--- config.mk ---
export PLATFORM = sky130hd
export DESIGN_NAME = aes_dec_ctrl
export DESIGN_NICKNAME = d
export VERILOG_FILES = /design/src/rtl/aes_pkg.sv /design/src/rtl/aes_rnd_cnt.sv /design/src/rtl/aes_dec_ctrl.sv
export SDC_FILE = /design/constraint.sdc
export NUM_CORES = 1
export LEC_CHECK = 0
export CAP_MARGIN = 20
export CORE_AREA = 2 2 63 53
export DETAILED_ROUTE_END_ITERATION = 10
export DIE_AREA = 0 0 65 55
export PLACE_DENSITY = 0.72
export SYNTH_ARGS = -nofsm -noshare
export SYNTH_HDL_FRONTEND = slang
export SYNTH_SLANG_ARGS = --single-unit
--- constraint.sdc ---
create_clock -name Clk -period 1.96 [get_ports Clk]
set_input_delay 0.294 -clock Clk [delete_from_list [all_inputs] [get_ports Clk]]
set_output_delay 0.294 -clock Clk [all_outputs]
set_load 0.05 [all_outputs]
--- src/rtl/aes_pkg.sv ---
// Shared constants and FSM encoding for the AES decryptor control slice.
package aes_pkg;

    localparam int unsigned NR    = 10;
    localparam int unsigned IDX_W = 4;

    typedef enum logic [2:0] {
        S_IDLE  = 3'd0,
        S_KEXP  = 3'd1,
        S_LOAD  = 3'd2,
        S_ROUND = 3'd3,
        S_DONE  = 3'd4
    } state_t;

endpackage

--- src/rtl/aes_rnd_cnt.sv ---
// Loadable saturating up/down round counter; direction is latched on load
// and selects which end (NR counting up, 0 counting down) is terminal.
module aes_rnd_cnt
    import aes_pkg::*;
(
    input  logic             clk,
    input  logic             rst,
    input  logic             ld,
    input  logic             ld_up,
    input  logic [IDX_W-1:0] ld_val,
    input  logic             en,
    output logic [IDX_W-1:0] cnt,
    output logic             tc_c
);

    logic up;

    always_ff @(posedge clk) begin
        if (rst) begin
            cnt <= '0;
            up  <= 1'b0;
        end else if (ld) begin
            cnt <= ld_val;
            up  <= ld_up;
        end else if (en) begin
            if (up && (cnt != '1)) begin
                cnt <= cnt + IDX_W'(1);
            end else if (!up && (cnt != '0)) begin
                cnt <= cnt - IDX_W'(1);
            end
        end
    end

    assign tc_c = up ? (cnt == IDX_W'(NR)) : (cnt == '0);

endmodule

--- src/rtl/aes_dec_ctrl.sv ---
// Sequencer for the AES decryptor: key expansion, initial load, ten inverse
// rounds and result handshake. No datapath lives here.
module aes_dec_ctrl
    import aes_pkg::*;
(
    input  logic             Clk,
    input  logic             Rst,
    input  logic             Start,
    input  logic             NewKey,
    input  logic             Ack,
    output logic             Busy,
    output logic             Ry,
    output logic             KeyWe,
    output logic [IDX_W-1:0] KeyIdx,
    output logic             Ld,
    output logic             RndEn,
    output logic             LastRnd,
    output logic [IDX_W-1:0] SelKey
);

    state_t           state;
    logic             key_valid;
    logic             key_stale;
    logic             cnt_ld;
    logic             cnt_up;
    logic             cnt_en;
    logic [IDX_W-1:0] cnt_val;
    logic [IDX_W-1:0] cnt;
    logic             cnt_tc;

    aes_rnd_cnt u_cnt (
        .clk    (Clk),
        .rst    (Rst),
        .ld     (cnt_ld),
        .ld_up  (cnt_up),
        .ld_val (cnt_val),
        .en     (cnt_en),
        .cnt    (cnt),
        .tc_c   (cnt_tc)
    );

    // Counter tracks KeyIdx during KEXP (1..NR) and SelKey during ROUND (NR-1..0).
    always_comb begin
        cnt_ld  = 1'b0;
        cnt_up  = 1'b0;
        cnt_en  = 1'b0;
        cnt_val = '0;
        case (state)
            S_IDLE: begin
                if (Start && (!key_valid || NewKey)) begin
                    cnt_ld  = 1'b1;
                    cnt_up  = 1'b1;
                    cnt_val = IDX_W'(1);
                end
            end
            S_KEXP, S_ROUND: cnt_en = !cnt_tc;
            S_LOAD: begin
                cnt_ld  = 1'b1;
                cnt_val = IDX_W'(NR - 1);
            end
            default: ;
        endcase
    end

    always_ff @(posedge Clk) begin
        if (Rst) begin
            state     <= S_IDLE;
            key_valid <= 1'b0;
            key_stale <= 1'b0;
            Busy      <= 1'b0;
            Ry        <= 1'b0;
            KeyWe     <= 1'b0;
            KeyIdx    <= '0;
            Ld        <= 1'b0;
            RndEn     <= 1'b0;
            LastRnd   <= 1'b0;
            SelKey    <= '0;
        end else begin
            case (state)
                S_IDLE: begin
                    if (Start) begin
                        Busy <= 1'b1;
                        if (!key_valid || NewKey) begin
                            state  <= S_KEXP;
                            KeyWe  <= 1'b1;
                            KeyIdx <= IDX_W'(1);
                        end else begin
                            state  <= S_LOAD;
                            Ld     <= 1'b1;
                            SelKey <= IDX_W'(NR);
                        end
                    end else if (NewKey) begin
                        key_valid <= 1'b0;
                    end
                end
                S_KEXP: begin
                    if (NewKey) key_stale <= 1'b1;
                    if (cnt_tc) begin
                        state     <= S_LOAD;
                        key_valid <= 1'b1;
                        KeyWe     <= 1'b0;
                        KeyIdx    <= '0;
                        Ld        <= 1'b1;
                        SelKey    <= IDX_W'(NR);
                    end else begin
                        KeyIdx <= cnt + IDX_W'(1);
                    end
                end
                S_LOAD: begin
                    if (NewKey) key_stale <= 1'b1;
                    state   <= S_ROUND;
                    Ld      <= 1'b0;
                    RndEn   <= 1'b1;
                    SelKey  <= IDX_W'(NR - 1);
                    LastRnd <= 1'b0;
                end
                S_ROUND: begin
                    if (NewKey) key_stale <= 1'b1;
                    if (cnt_tc) begin
                        state   <= S_DONE;
                        RndEn   <= 1'b0;
                        LastRnd <= 1'b0;
                        SelKey  <= '0;
                        Busy    <= 1'b0;
                        Ry      <= 1'b1;
                    end else begin
                        SelKey  <= cnt - IDX_W'(1);
                        LastRnd <= (cnt == IDX_W'(1));
                    end
                end
                S_DONE: begin
                    // A key change seen at any point during the operation invalidates the store on exit.
                    if (Ack) begin
                        state     <= S_IDLE;
                        Ry        <= 1'b0;
                        key_stale <= 1'b0;
                        if (key_stale || NewKey) key_valid <= 1'b0;
                    end else if (NewKey) begin
                        key_stale <= 1'b1;
                    end
                end
                default: begin
                    state     <= S_IDLE;
                    key_valid <= 1'b0;
                    key_stale <= 1'b0;
                    Busy      <= 1'b0;
                    Ry        <= 1'b0;
                    KeyWe     <= 1'b0;
                    KeyIdx    <= '0;
                    Ld        <= 1'b0;
                    RndEn     <= 1'b0;
                    LastRnd   <= 1'b0;
                    SelKey    <= '0;
                end
            endcase
        end
    end

endmodule

== Word-level counts from Yosys, hierarchy flattened ==
Cells that the tools add are included.

* Bits of input ports: 5
* Register bits: 24
* RAM bits: 0
* Word-level logic and storage cells: 118
* Memories: 0
* Output and inout port bits: 14
* ROM bits: 0
* Bits in latches: 0

* Shifts and indexed selects: 0
* $mul: 0
* Equality and inequality tests: 16
* Reduce and logical (&&, ||, !) cells: 31
* Div/mod/pow operators: 0
* Bitwise logic cells: 7
* Mux-type cells: 49
* $add $sub $neg: 2
* $lt $le $gt $ge: 0

{| class="wikitable"
|+ Operators with widths
! cell !! number
|-
| $mux W4 || 11
|-
| $mux W1 || 20
|-
| $pmux W4 S5 || 1
|-
| $ne A2 B2 Y1 const B || 9
|-
| $pmux W1 S3 || 6
|-
| $reduce_and A4 Y1 || 4
|-
| $pmux W3 S5 || 1
|-
| $reduce_or A3 Y1 || 5
|-
| $mux W3 || 4
|-
| $pmux W4 S3 || 1
|-
| $reduce_and A3 Y1 || 3
|-
| $pmux W4 S2 || 1
|-
| $not A1 Y1 || 7
|-
| $eq A3 B2 Y1 const B || 2
|-
| $reduce_and A6 Y1 || 1
|-
| $reduce_or A2 Y1 || 3
|-
| $add A4 B1 Y4 const B || 1
|-
| $eq A4 B1 Y1 const B || 1
|-
| $eq A4 B4 Y1 const B || 1
|-
| $logic_not A4 Y1 || 1
|-
| $ne A4 B4 Y1 const B || 1
|-
| $pmux W1 S2 || 2
|-
| $pmux W1 S4 || 1
|-
| $reduce_and A2 Y1 || 2
|-
| other kinds (11) || 16
|}

== Longest topological paths before layout ==
Gate-level depths: netlist of run 1.

* Word-level depth: 7
* Depth in mapped cells: 8
* Gate-level depth less buffers: 7

== Cells and area by module ==
Synthesis of run 1 repeated with hierarchy kept, for this count alone.

* Cells, all modules: 195
* Area, all modules: 1544.0 um^2

{| class="wikitable"
|+ By module, submodules not included
! module !! area each (um^2) !! cells each !! instances !! sequential area each (um^2)
|-
| aes_dec_ctrl || 1096.1 || 140 || 1 || 380.4
|-
| aes_rnd_cnt || 447.9 || 55 || 1 || 100.1
|}

== Worst setup path before layout of run 1 ==
OpenSTA, ideal clock, no wires.

* Path kind: register -> register
* From: register u_cnt.cnt[0]
* To: register u_cnt.cnt[2]
* Arrival time: 1864 ps
* Required time: 1824 ps
* Library setup time: 136 ps
* Cell stages (with the launch flop): 9
* Path buffers: 1
* Slack: -40 ps
* Clock period less this slack: 2000 ps
* Cell sequence: dfxtp_1 clkbuf_1 inv_1 ha_1 or4b_4 nand3_4 or3_1 nor3_1 nor4_1

* Word-level cells in the longest chain between the ends: 6
* Elaborated cells on any way between the ends: 18
* Classes of those cells: add/sub: 2; eq/ne: 2; mux: 6; reduce/logical: 8

{| class="wikitable"
|+ RTL lines
! what !! line !! RTL
|-
| start, declared || aes_rnd_cnt.sv:12 || <nowiki>output logic [IDX_W-1:0] cnt,</nowiki>
|-
| start signal, assigned || aes_rnd_cnt.sv:23 || <nowiki>cnt <= ld_val;</nowiki>
|-
| start signal, assigned || aes_rnd_cnt.sv:27 || <nowiki>cnt <= cnt + IDX_W'(1);</nowiki>
|-
| start signal, assigned || aes_rnd_cnt.sv:29 || <nowiki>cnt <= cnt - IDX_W'(1);</nowiki>
|-
| parallel branches: the longest is 6 deep, another holds $sub A4 B1 Y4 || n/a ||
|}

Parallel ways; which one is timed is not known. The select of a mux whose other input is x is not followed.
A chain may end at the register's enable or synchronous reset.

== Worst setup path in the final report of run 1 ==
* From: register u_cnt.cnt[1]
* To: register state[1]

* Word-level cells in the longest chain between the ends: 4
* Elaborated cells on any way between the ends: 6
* Classes of those cells: eq/ne: 3; mux: 1; reduce/logical: 2

{| class="wikitable"
|+ RTL lines
! what !! line !! RTL
|-
| $eq A4 B4 Y1 / $logic_not A4 Y1 (equally long branches) || aes_rnd_cnt.sv:34 || <nowiki>assign tc_c = up ? (cnt == IDX_W'(NR)) : (cnt == '0);</nowiki>
|-
| $mux W1 (*) || aes_rnd_cnt.sv:34 ||
|-
| $ne A2 B2 Y1 (no source line) || n/a ||
|-
| $reduce_and A4 Y1 (no source line) (*) || n/a ||
|-
| end signal, assigned || aes_dec_ctrl.sv:67 || <nowiki>state <= S_IDLE;</nowiki>
|-
| end signal, assigned || aes_dec_ctrl.sv:84 || <nowiki>state <= S_KEXP;</nowiki>
|-
| end signal, assigned || aes_dec_ctrl.sv:88 || <nowiki>state <= S_LOAD;</nowiki>
|-
| end, declared || aes_dec_ctrl.sv:21 || <nowiki>state_t state;</nowiki>
|}

Every way passes the cells marked *; elsewhere a longest branch is shown, timed or not.

==> results of run 1 <==
==> per-stage QoR <==
| stage | util (%) | hold WS (ns) |
|---|---|---|
| after CTS | 58.9 | 0.467 |
| final | 60.0 | 0.463 |
| after detailed placement | 56.5 | 0.445 |
| after global placement | 56.5 | 0.435 |
| after floorplan | - | 0.432 |
| after global routing | 60.0 | 0.500 |
==> cells in the final DEF (no fill, tap or decap), types with 2 or more instances in the layout <==
cell type,instances
sky130_fd_sc_hd__a211oi_1,3
sky130_fd_sc_hd__dfxtp_1,24
sky130_fd_sc_hd__a21oi_1,16
sky130_fd_sc_hd__nand2_1,16
sky130_fd_sc_hd__clkdlybuf4s50_1,18
sky130_fd_sc_hd__nor4_1,3
sky130_fd_sc_hd__o21a_1,2
sky130_fd_sc_hd__nand3_1,4
sky130_fd_sc_hd__nor3_1,7
sky130_fd_sc_hd__clkbuf_8,3
sky130_fd_sc_hd__nor2b_1,3
sky130_fd_sc_hd__ha_1,4
sky130_fd_sc_hd__inv_1,8
sky130_fd_sc_hd__a21o_1,3
sky130_fd_sc_hd__a22oi_1,4
sky130_fd_sc_hd__a31oi_1,2
sky130_fd_sc_hd__buf_4,13
sky130_fd_sc_hd__nor2_1,20
sky130_fd_sc_hd__or3_1,4
sky130_fd_sc_hd__o21ai_0,11
sky130_fd_sc_hd__xnor2_1,4
==> area by class of cell <==
| class | count | area share (%) |
|---|---|---|
| multi-input cells | 136 | 48.6 |
| inverters | 8 | 1.70 |
| repair buffers | 31 | 15.7 |
| clock buffers | 3 | 2.33 |
| flip-flops and latches | 24 | 27.1 |
| clock inverters | 1 | 1.70 |
| well taps | 40 | 2.83 |
==> worst max-delay path by stage <==
| stage | from | end | slack, ns | cells after the start |
|---|---|---|---|---|
| 5_1_grt | u_cnt.cnt[1] | SelKey[1] | -0.01 | 6 |
| 3_3_place_gp | NewKey | KeyIdx[0] | 0.11 | 6 |
| 2_1_floorplan | u_cnt.cnt[0] | SelKey[1] | 0.006 | 7 |
| 3_5_place_dp | NewKey | KeyIdx[0] | 0.02 | 6 |
| 6_report | u_cnt.cnt[1] | state[1] | 0.1 | 7 |
| 4_1_cts | u_cnt.cnt[0] | u_cnt.cnt[2] | 0.06 | 8 |
==> cells by family after synthesis <==
kind of cell	count (synthesis)	share of synthesized area, %
flops	24	34.1
fa+ha+maj	4	3.55
buf+inv	18	5.59
mux	2	1.42
compound gates	55	26.3
xor+xnor	5	3.11
simple gates	70	26.0
==> timing repair <==
item | CTS | global route
setup buffers | 0 | 3
resized for setup | 0 | 2
endpoints found under the setup margin | 0 | 6
==> state kept, by name (all words and copies together), names as in the netlist <==
| signal | cells |
|---|---|
| u_cnt.cnt | 4 |
| Ry | 1 |
| Ld | 1 |
| RndEn | 1 |
| Busy | 1 |
| u_cnt.up | 1 |
| KeyIdx | 4 |
| LastRnd | 1 |
| key_stale | 1 |
| SelKey | 4 |
| state | 3 |
| KeyWe | 1 |
| key_valid | 1 |
==> routing by layer <==
layer,vias to the layer above,global-route usage [%]
li1,691,-
met1,683,32.6
met2,62,34.7
met3,10,4.86
met4,0,4.61
met5,-,0
==> power breakdown <==
| part | switching, mW | internal (mW) |
|---|---|---|
| combinational | 0.636 | 0.395 |
| clock | 0.161 | 0.273 |
| sequential | 0.0777 | 0.573 |
| total | 0.875 | 1.24 |
==> out/qor.log, run 1 <==
[layout] proportion of layout cells with a drive suffix above 1 13.3%
[clocking] Sinks on Clock Net 24
[synthesis] number of library cell types mapped by synthesis 50
[clocking] deepest level of the CTS H-tree 1
[critical_path] critical register-to-register path startpoint u_cnt.cnt[1]
[clocking] clock latency of the later-clocked register in the worst-skew pair 0.27 ns
[synthesis] leading cell types by total area after synthesis sky130_fd_sc_hd__dfxtp_1 34%, sky130_fd_sc_hd__a21oi_1 5.7%, sky130_fd_sc_hd__nor2_1 5.3%, sky130_fd_sc_hd__nand2_1 4.3%, sky130_fd_sc_hd__o21ai_0 3.9%
[routing] detailed-routed wire length on met3 274 µm
[min_path] path type of the worst min-delay path reg -> reg
[pwr] power density over cell area 1200 mW/mm²
[critical_path] cell-by-cell trace of the critical path inv_1 > ha_1 > or4b_4 > nand3_4 > o311a_2 > o21ai_1 > a221oi_2
[clocking] total CTS buffers 3
[critical_path] startpoint types flop
[layout] count of fill cells added during filler insertion 248
[synthesis] largest area contributor in the netlist sky130_fd_sc_hd__dfxtp_1
[layout] layout overhead on the synthesized area 25.6%
[routing] DR vias/cell 5.95
[clocking] clock-pin slew on the worst setup and hold paths 0.09 ns
[critical_path] worst reg2reg path depth 7
[critical_path] register-to-register setup slack 0.1 ns
[synthesis] number of warnings reported in the yosys synthesis log 0
[timing] worst slew slack as a fraction of its limit 66.2%
[pwr] Power Total 2.12 mW
[routing] # DRC 0
[clocking] master cell of the clock root buffer sky130_fd_sc_hd__clkbuf_8
[critical_path] end of the worst register-to-register path state[1]
[synthesis] most frequent cells after synthesis 24 x sky130_fd_sc_hd__dfxtp_1, 20 x sky130_fd_sc_hd__nor2_1, 16 x sky130_fd_sc_hd__a21oi_1, 16 x sky130_fd_sc_hd__nand2_1, 11 x sky130_fd_sc_hd__o21ai_0
[synthesis] register bit count reported by yosys 24
[synthesis] gate count of the mapped netlist 178
[timing] transition time of the tightest slew-check pin 0.505 ns
[timing] final period demand of the worst path 1.86 ns
[min_path] Hold Startpoint SelKey[3]
[critical_path] data required time of the critical path 2.14 ns
[placed_design] number of cells after detailed placement 236
[synthesis] Net Count, Synth 187
[layout] Final Cell Area 0.00177 mm²
[global_routing] total track usage 22.5%
[clocking] TritonCTS clock tree done
[synthesis] number of flops mapped to enable cells by yosys 0
[placed_design] placed inst area 0.00167 mm²
[placed_design] Buffers on Ports 18
[critical_path] largest stage delay on the critical path 0.50 ns
[synthesis] mean instance size in the synthesized netlist 7.92 µm²
[synthesis] top cell type's share of synthesized area 34.1%
[routing] Iteration-0 DRC Markers 95
[routing] number of optimization iterations in the first detailed-route pass 4
[timing] final hold viol count 0
[floorplanning] Std-Cell Core Area 0.00295 mm²
[critical_path] sort of element at the end of the critical path flop
[routing] count of antenna-violating nets left after detailed routing 0
[timing] Max Slew Vio Count 0
[floorplanning] Total Die Area 0.00358 mm²
[routing] top layer in use met4
[routing] met1 routed wirelength after detailed routing 1800 µm
[synthesis] post-synthesis async set-or-reset flop share 0%
[critical_path] maximum fanout count along the critical path 7
[global_routing] wire length of the first global-routing pass 6170 µm
[floorplanning] Die Y-Extent 55 µm
[synthesis] post-synthesis sequential area ratio 34.1%
[global_routing] number of antenna violations at the first check in global routing 0
[layout] final instance count without filler cells 243
[global_routing] pin count of the biggest net entering global routing 23
[floorplanning] row count 18
[pwr] leakage power 0.678 nW
[layout] Storage cell area 480 µm²
[routing] DRT Wirelength 3790 µm
[timing] period utilisation layout 95.0%
[synthesis] most numerous cell in the Yosys netlist sky130_fd_sc_hd__dfxtp_1
[timing] Max Freq 537 MHz
[routing] met2 routed wirelength 1670 µm
[synthesis] cell area after synthesis 0.00141 mm²
[clocking] buffer depth of the longest clock path 2
[layout] number of nets in the layout 213
[clocking] total of hold buffers inserted after clock tree synthesis 0
[floorplanning] initial core utilization 47.8%
[critical_path] arrival time reported for the critical path endpoint 2.04 ns
[job] maxcap violations 0
[timing] accumulated negative setup slack 0 ns
[timing] minimum setup slack in the final design 0.0978 ns
[timing] RSZ-0062 raised after global routing true
[min_path] hold depth 1
[placed_design] pre-CTS WS 0.0156 ns
[layout] count of inserted antenna diode cells 0
[pwr] largest voltage drop on the vdd net 0.000664 V
[global_routing] via count of the first global-routing pass 1,286
[critical_path] type of the worst setup path reg -> reg
[synthesis] Main synth FF type sky130_fd_sc_hd__dfxtp_1
[timing] Setup Skew 0.00253 ns
[critical_path] cell with the largest stage delay on the worst path sky130_fd_sc_hd__or4b_4
[routing] DR vias 1,446
[critical_path] cell class contributing the biggest share of worst-path delay simple AND/OR/NAND/NOR gates
[placed_design] global placer's final weighted congestion 0.885
[min_path] hold-critical path endpoint SelKey[3]
[global_routing] GRT overflow 0
[timing] number of endpoints failing setup at the final stage 0
[placed_design] dpl hpwl 2700 µm
[critical_path] buffers plus inverters on the worst setup path 1
[floorplanning] width of the chip 65 µm
[floorplanning] number of I/O pins 19
[layout] footprint of the multi-input gates 861 µm²
[outcome] result of the run finished clean
[routing] wire per inst 15.6 µm
No activity file was read; power rests on OpenSTA's default activity.
==> run 2: changes to the inputs <==
CORE_AREA = 2 2 61 51   (was 2 2 63 53)
DIE_AREA = 0 0 63 53   (was 0 0 65 55)
PLACE_DENSITY = 0.74   (was 0.72)
clock period = 1.8 ns   (was 1.96 ns; I/O delays follow)
==> run 2 against run 1 <==
Against the previous run: the run now ends with negative setup slack left; maximum frequency up 3.4%; largest power group unchanged; sequential power up 8.6%; die area down 6.6%; sequential cell count unchanged; highest routed layer unchanged; register-to-register slack worse by 0.099 ns; first-iteration DRC count down 16%; utilization up 10 points; critical path depth unchanged; largest cell class unchanged; clock power down 9.7%; sequential share of layout area down 1.5 points; critical path type unchanged; wire length up 3.4%; final cell count up 2.9%.
==> out/qor.log, run 2 (synthesis gave the netlist of run 1 again) <==
[outcome] result of the run finished with violations
[outcome] violated checks negative setup slack
[clocking] clock-pin slew on the worst setup and hold paths 0.13 ns [+0.04 ns]
[routing] DR vias 1,456 [+0.69%]
[routing] Iteration-0 DRC Markers 80 [-16%]
[critical_path] cell-by-cell trace of the critical path inv_6 > ha_4 > or4b_4 > nand3_4 > o311a_4 > o21ai_2 > a221oi_2
[routing] # DRC 0 [unchanged]
[min_path] hold-critical path endpoint SelKey[3]
[routing] top layer in use met4
[min_path] Hold Startpoint SelKey[3]
[min_path] path type of the worst min-delay path reg -> reg
[floorplanning] Die Y-Extent 53 µm [-3.6%]
[timing] number of endpoints failing setup at the final stage 1 [+1]
[global_routing] via count of the first global-routing pass 1,329 [+3.3%]
[timing] Max Freq 555 MHz [+3.4%]
[critical_path] buffers plus inverters on the worst setup path 1 [unchanged]
[critical_path] arrival time reported for the critical path endpoint 2.04 ns [about the same]
[clocking] clock latency of the later-clocked register in the worst-skew pair 0.32 ns [+0.05 ns]
[global_routing] pin count of the biggest net entering global routing 20 [-13%]
[clocking] total CTS buffers 3 [unchanged]
[timing] final period demand of the worst path 1.80 ns [-0.0607 ns]
[layout] count of inserted antenna diode cells 0 [unchanged]
[routing] count of antenna-violating nets left after detailed routing 0 [unchanged]
[layout] most frequent standard cell in the layout excluding fill and tap cells sky130_fd_sc_hd__buf_4
[clocking] TritonCTS clock tree done
[critical_path] type of the worst setup path reg -> reg
[global_routing] wire length of the first global-routing pass 6220 µm [+0.78%]
[clocking] deepest level of the CTS H-tree 1 [unchanged]
[critical_path] cell class contributing the biggest share of worst-path delay simple AND/OR/NAND/NOR gates
[timing] transition time of the tightest slew-check pin 0.549 ns [+0.0438 ns]
[critical_path] worst reg2reg path depth 7 [unchanged]
[critical_path] largest stage delay on the critical path 0.50 ns [about the same]
[floorplanning] width of the chip 63 µm [-3.1%]
[global_routing] GRT overflow 0 [unchanged]
[clocking] Sinks on Clock Net 24 [unchanged]
[routing] met2 routed wirelength 1760 µm [+5.5%]
[critical_path] register-to-register setup slack -0.002 ns [-0.10 ns]
[layout] largest registers KeyIdx: 4 flops, SelKey: 4 flops, u_cnt.cnt: 4 flops
[timing] period utilisation layout 100% [+5.1 points]
[floorplanning] number of I/O pins 19 [unchanged]
[routing] detailed-routed wire length on met3 376 µm [+37%]
[critical_path] end of the worst register-to-register path state[1]
[critical_path] sort of element at the end of the critical path flop
[clocking] buffer depth of the longest clock path 2 [unchanged]
[timing] Max Slew Vio Count 0 [unchanged]
[pwr] largest voltage drop on the vdd net 0.00100 V [+51%]
[layout] commonest cells after routing, fill and taps aside 23 x sky130_fd_sc_hd__buf_4, 22 x sky130_fd_sc_hd__dfxtp_1, 18 x sky130_fd_sc_hd__nor2_1
[timing] worst slew slack as a fraction of its limit 63.0% [-3.2 points]
[layout] proportion of layout cells with a drive suffix above 1 24.1% [+11 points]
[timing] RSZ-0062 raised after global routing true
[routing] number of optimization iterations in the first detailed-route pass 4 [unchanged]
[timing] final hold viol count 0 [unchanged]
[global_routing] total track usage 24.0% [+1.4 points]
[pwr] Power Total 2.36 mW [+11%]
[floorplanning] row count 17 [-1]
[placed_design] dpl hpwl 2790 µm [+3.2%]
[critical_path] data required time of the critical path 2.04 ns [-0.10 ns]
[floorplanning] Total Die Area 0.00334 mm² [-6.6%]
[timing] Setup Skew 0.00381 ns [+0.00127 ns]
[min_path] hold depth 1 [unchanged]
[placed_design] global placer's final weighted congestion 0.942 [+6.4%]
[routing] wire per inst 15.7 µm [+0.49%]
[floorplanning] Std-Cell Core Area 0.00270 mm² [-8.4%]
[layout] number of nets in the layout 222 [+4.2%]
[pwr] leakage power 0.819 nW [+21%]
[critical_path] startpoint types flop
[routing] DR vias/cell 5.82 [-2.1%]
[layout] layout overhead on the synthesized area 34.3%
[critical_path] critical register-to-register path startpoint u_cnt.cnt[0]
[pwr] power density over cell area 1240 mW/mm² [+4.1%]
[timing] minimum setup slack in the final design -0.00155 ns [-0.0993 ns]
[critical_path] cell with the largest stage delay on the worst path sky130_fd_sc_hd__or4b_4
[global_routing] number of antenna violations at the first check in global routing 0 [unchanged]
[routing] met1 routed wirelength after detailed routing 1760 µm [-2.0%]
[critical_path] maximum fanout count along the critical path 7 [unchanged]
[routing] DRT Wirelength 3920 µm [+3.4%]
[timing] accumulated negative setup slack -0.00155 ns [-0.00155 ns]
[floorplanning] initial core utilization 52.2% [+4.4 points]
[clocking] total of hold buffers inserted after clock tree synthesis 0 [unchanged]
[placed_design] Buffers on Ports 18 [unchanged]
[clocking] master cell of the clock root buffer sky130_fd_sc_hd__clkbuf_4
[job] maxcap violations 0 [unchanged]
==> run 2: cell count changes in the layout (fill, tap and decap cells not counted), sizes merged <==
| cell | delta |
|---|---|
| dlygate4sd2 | +1 |
| clkdlybuf4s50 | -8 |
| dlymetal6s2s | +5 |
| buf | +11 |
==> run 2: per-layer routing <==
layer	global-route usage (%)	vias up
met5	0	-
li1	-	707
met1	34.2	673
met4	4.81	0
met2	37.2	72
met3	5.32	4
==> run 2: what timing repair did <==
| action | 4_1_cts | 5_1_grt |
|---|---|---|
| pin swaps | 0 | 5 |
| setup buffers | 0 | 1 |
| endpoints found under the setup margin | 3 | 14 |
| cloned | 0 | 0 |
| resized for setup | 2 | 17 |
==> run 2: worst reg2reg max path: stages (launching register included) <==
cell and delay, ns:
sky130_fd_sc_hd__dfxtp_4 0.38, sky130_fd_sc_hd__inv_6 0.07, sky130_fd_sc_hd__ha_4 0.12, sky130_fd_sc_hd__or4b_4 0.50, sky130_fd_sc_hd__nand3_4 0.16, sky130_fd_sc_hd__o311a_4 0.22
sky130_fd_sc_hd__o21ai_2 0.06, sky130_fd_sc_hd__a221oi_2 0.22
==> run 2: area by class of cell <==
class / count / area (µm²)
clock buffers: 3 / 22.5
clock inverters: 1 / 30.0
fillers: 221 / 808
inverters: 8 / 35.0
multi-input cells: 136 / 917
flip-flops and latches: 24 / 485
well taps: 38 / 47.5
repair buffers: 40 / 355
==> run 2: where the power goes <==
part	internal [mW]	switching (mW)	total, mW
clock network	0.225	0.167	0.393
logic	0.507	0.748	1.26
registers	0.627	0.0796	0.707
total	1.36	0.995	2.36
==> run 2: how the worst max path moves through the flow <==
| stage | start | to | slack, ns | cells past startpoint |
|---|---|---|---|---|
| 3_3_place_gp | NewKey | KeyIdx[0] | -0.01 | 6 |
| 4_1_cts | RndEn | RndEn | 0.001 | 1 |
| 6_report | u_cnt.cnt[0] | state[1] | -0.002 | 7 |
| 3_5_place_dp | NewKey | KeyIdx[3] | -0.14 | 6 |
| 2_1_floorplan | u_cnt.cnt[0] | state[1] | -0.01 | 8 |
| 5_1_grt | u_cnt.cnt[1] | u_cnt.cnt[2] | -0.05 | 7 |
==> run 2: stage by stage <==
stage / cells / hold slack, ns / setup WS [ns] / instance area (µm²) / util, %
5_1_grt: 250 / 0.502 / -0.0534 / 1890 / 70.1
4_1_cts: 249 / 0.481 / 0.000974 / 1830 / 67.8
6_report: 250 / 0.475 / -0.00155 / 1890 / 70.1
2_1_floorplan: 178 / 0.408 / -0.0104 / 1460 / -
3_3_place_gp: 245 / 0.438 / -0.0100 / 1780 / 65.9
3_5_place_dp: 245 / 0.456 / -0.144 / 1780 / 65.9
==> run 3: changes to the inputs <==
CORE_AREA = 2 2 87 73   (was 2 2 61 51)
DIE_AREA = 0 0 89 75   (was 0 0 63 53)
PLACE_DENSITY = 0.4   (was 0.74)
clock period = 1.9 ns   (was 1.8 ns; I/O delays follow)
==> run 3 against run 2 <==
Against the previous run: the flow now finishes without violations; global-route usage fell by 11 points; worst hold slack got worse by 0.011 ns; clock-buffer cell count increased by 1; register-to-register slack better by 0.09 ns; maximum frequency fell by 0.38%; total power down 9.9%; worst setup slack improved by 0.093 ns; clock skew is essentially flat; sequential power fell by 5.2%; critical path type unchanged; critical endpoint unchanged.
==> out/qor.log, run 3 (synthesis gave the netlist of run 1 again) <==
[outcome] result of the run finished clean
[global_routing] wire length of the first global-routing pass 6690 µm [+7.6%]
[timing] Setup Skew 0.00351 ns [-0.000298 ns]
[global_routing] GRT overflow 0 [unchanged]
[timing] accumulated negative setup slack 0 ns [+0.00155 ns]
[timing] final period demand of the worst path 1.81 ns [+0.00691 ns]
[critical_path] maximum fanout count along the critical path 5 [-2]
[clocking] master cell of the clock root buffer sky130_fd_sc_hd__clkbuf_8
[min_path] hold depth 1 [unchanged]
[critical_path] type of the worst setup path reg -> reg
[floorplanning] Std-Cell Core Area 0.00576 mm² [+110%]
[job] maxcap violations 0 [unchanged]
[routing] DR vias 1,369 [-6.0%]
[layout] largest registers KeyIdx: 4 flops, SelKey: 4 flops, u_cnt.cnt: 4 flops
[critical_path] critical register-to-register path startpoint u_cnt.cnt[0]
[routing] DR vias/cell 4.79 [-18%]
[timing] number of endpoints failing setup at the final stage 0 [-1]
[critical_path] cell-by-cell trace of the critical path inv_2 > ha_4 > or4b_4 > nand3_4 > o311a_4 > o21ai_1 > a221oi_2
[clocking] total CTS buffers 3 [unchanged]
[routing] count of antenna-violating nets left after detailed routing 0 [unchanged]
[layout] final instance count without filler cells 286 [+14%]
[layout] layout overhead on the synthesized area 30.7%
[floorplanning] Total Die Area 0.00668 mm² [+100%]
[placed_design] placed inst area 0.00176 mm² [-1.2%]
[timing] Max Freq 553 MHz [-0.38%]
[layout] most frequent standard cell in the layout excluding fill and tap cells sky130_fd_sc_hd__dfxtp_1
[clocking] buffer depth of the longest clock path 2 [unchanged]
[layout] Storage cell area 482 µm² [-0.77%]
[global_routing] via count of the first global-routing pass 1,378 [+3.7%]
[global_routing] number of antenna violations at the first check in global routing 0 [unchanged]
[timing] period utilisation layout 95.2% [-4.9 points]
[min_path] Hold Startpoint SelKey[2]
[layout] commonest cells after routing, fill and taps aside 23 x sky130_fd_sc_hd__dfxtp_1, 20 x sky130_fd_sc_hd__nor2_1, 18 x sky130_fd_sc_hd__clkdlybuf4s50_1
[clocking] clock latency of the later-clocked register in the worst-skew pair 0.27 ns [-0.05 ns]
[global_routing] pin count of the biggest net entering global routing 17 [-15%]
[routing] wire per inst 13.8 µm [-12%]
[floorplanning] width of the chip 89 µm [+41%]
[placed_design] dpl hpwl 2970 µm [+6.6%]
[critical_path] register-to-register setup slack 0.09 ns [+0.09 ns]
[pwr] largest voltage drop on the vdd net 0.000448 V [-55%]
[global_routing] total track usage 12.9% [-11 points]
[layout] count of inserted antenna diode cells 0 [unchanged]
[layout] number of nets in the layout 215 [-3.2%]
[floorplanning] number of I/O pins 19 [unchanged]
[routing] DRT Wirelength 3950 µm [+0.79%]
[pwr] power density over cell area 1150 mW/mm² [-7.5%]
[placed_design] number of cells after detailed placement 280 [+14%]
[timing] final hold viol count 0 [unchanged]
[clocking] TritonCTS clock tree done
[timing] transition time of the tightest slew-check pin 0.511 ns [-0.0382 ns]
[critical_path] worst reg2reg path depth 7 [unchanged]
[critical_path] sort of element at the end of the critical path flop
[floorplanning] row count 25 [+8]
[routing] # DRC 0 [unchanged]
[clocking] clock-pin slew on the worst setup and hold paths 0.09 ns [-0.04 ns]
[critical_path] arrival time reported for the critical path endpoint 1.99 ns [-0.05 ns]
[timing] RSZ-0062 raised after global routing true
[layout] proportion of layout cells with a drive suffix above 1 15.6% [-8.4 points]
[clocking] deepest level of the CTS H-tree 1 [unchanged]
[critical_path] largest stage delay on the critical path 0.50 ns [about the same]
[placed_design] global placer's final weighted congestion 0.846 [-10%]
[layout] final design utilization 32.0% [-38 points]
[routing] Iteration-0 DRC Markers 125 [+56%]
[layout] footprint of the multi-input gates 882 µm² [-3.8%]
[clocking] Sinks on Clock Net 24 [unchanged]
[critical_path] end of the worst register-to-register path state[1]
[timing] worst slew slack as a fraction of its limit 65.9% [+2.8 points]
[timing] Max Slew Vio Count 0 [unchanged]
[pwr] leakage power 0.688 nW [-16%]
[min_path] path type of the worst min-delay path reg -> reg
[floorplanning] initial core utilization 24.5% [-28 points]
[layout] count of fill cells added during filler insertion 625 [+180%]
[critical_path] cell with the largest stage delay on the worst path sky130_fd_sc_hd__or4b_4
[layout] Final Cell Area 0.00184 mm² [-2.6%]
[min_path] hold-critical path endpoint SelKey[2]
[critical_path] startpoint types flop
[critical_path] data required time of the critical path 2.09 ns [+0.05 ns]
[routing] number of optimization iterations in the first detailed-route pass 4 [unchanged]
[placed_design] Buffers on Ports 18 [unchanged]
[floorplanning] Die Y-Extent 75 µm [+42%]
[critical_path] critical path startpoint u_cnt.cnt[0]
==> run 3: cell count changes in the layout (fill, tap and decap cells not counted), sizes merged <==
cell	previous run	this run
buf	24	15
dlygate4sd2	1	0
dlymetal6s2s	5	0
clkbuf	3	4
bufinv	1	0
clkdlybuf4s50	10	18
==> run 3: how the worst max path moves through the flow <==
stage	to	slack, ns
after floorplan	state[1]	0.03
after global placement	KeyIdx[1]	0.02
after detailed placement	KeyIdx[3]	-0.02
after CTS	state[1]	0.09
after global routing	u_cnt.cnt[2]	-0.02
final	state[1]	0.09
==> run 3: layout make-up <==
type,instances,area share (%)
clock buffers,4,2.99
inverters,8,1.63
multi-input cells,136,47.9
flip-flops and latches,24,26.1
well taps,81,5.50
repair buffers,33,15.9
==> run 3: where the power goes <==
part           total [mW]  leakage [nW]  internal, mW  switching, mW
clock               0.362        0.0288         0.185          0.177
sequential          0.670         0.197         0.593         0.0780
combinational        1.09         0.463         0.431          0.658
total                2.12         0.688          1.21          0.913
==> run 3: metrics by stage <==
stage | hold slack [ns] | power, mW | worst slack, ns
finish | 0.464 | 2.12 | 0.0915
global route | 0.480 | 2.28 | -0.0183
CTS | 0.470 | 2.12 | 0.0853
detailed placement | 0.446 | 1.74 | -0.0208
global placement | 0.440 | 1.75 | 0.0161
floorplan | 0.423 | 1.44 | 0.0317
==> run 3: worst max-delay path: cells and delay by family (launching register included) <==
kind            cells  cell delay (ns)
simple gates        2             0.62
buf+inv             1             0.11
fa+ha+maj           1             0.15
compound gates      3             0.51
flops               1             0.33
==> run 3: repair_timing <==
| action | 4_1_cts | 5_1_grt |
|---|---|---|
| setup endpoints to repair | 0 | 3 |
| gates resized for setup | 0 | 3 |
| buffers inserted | 0 | 2 |
| hold buffers | 0 | 0 |
==> run 3: routing by layer <==
metal,global-route usage (%),part of all wire (%),vias to the layer above
met5,0,0,-
met4,3.81,0.86,0
met3,2.96,5.5,2
met2,19.3,43,35
met1,18.7,50,639
li1,-,-,693
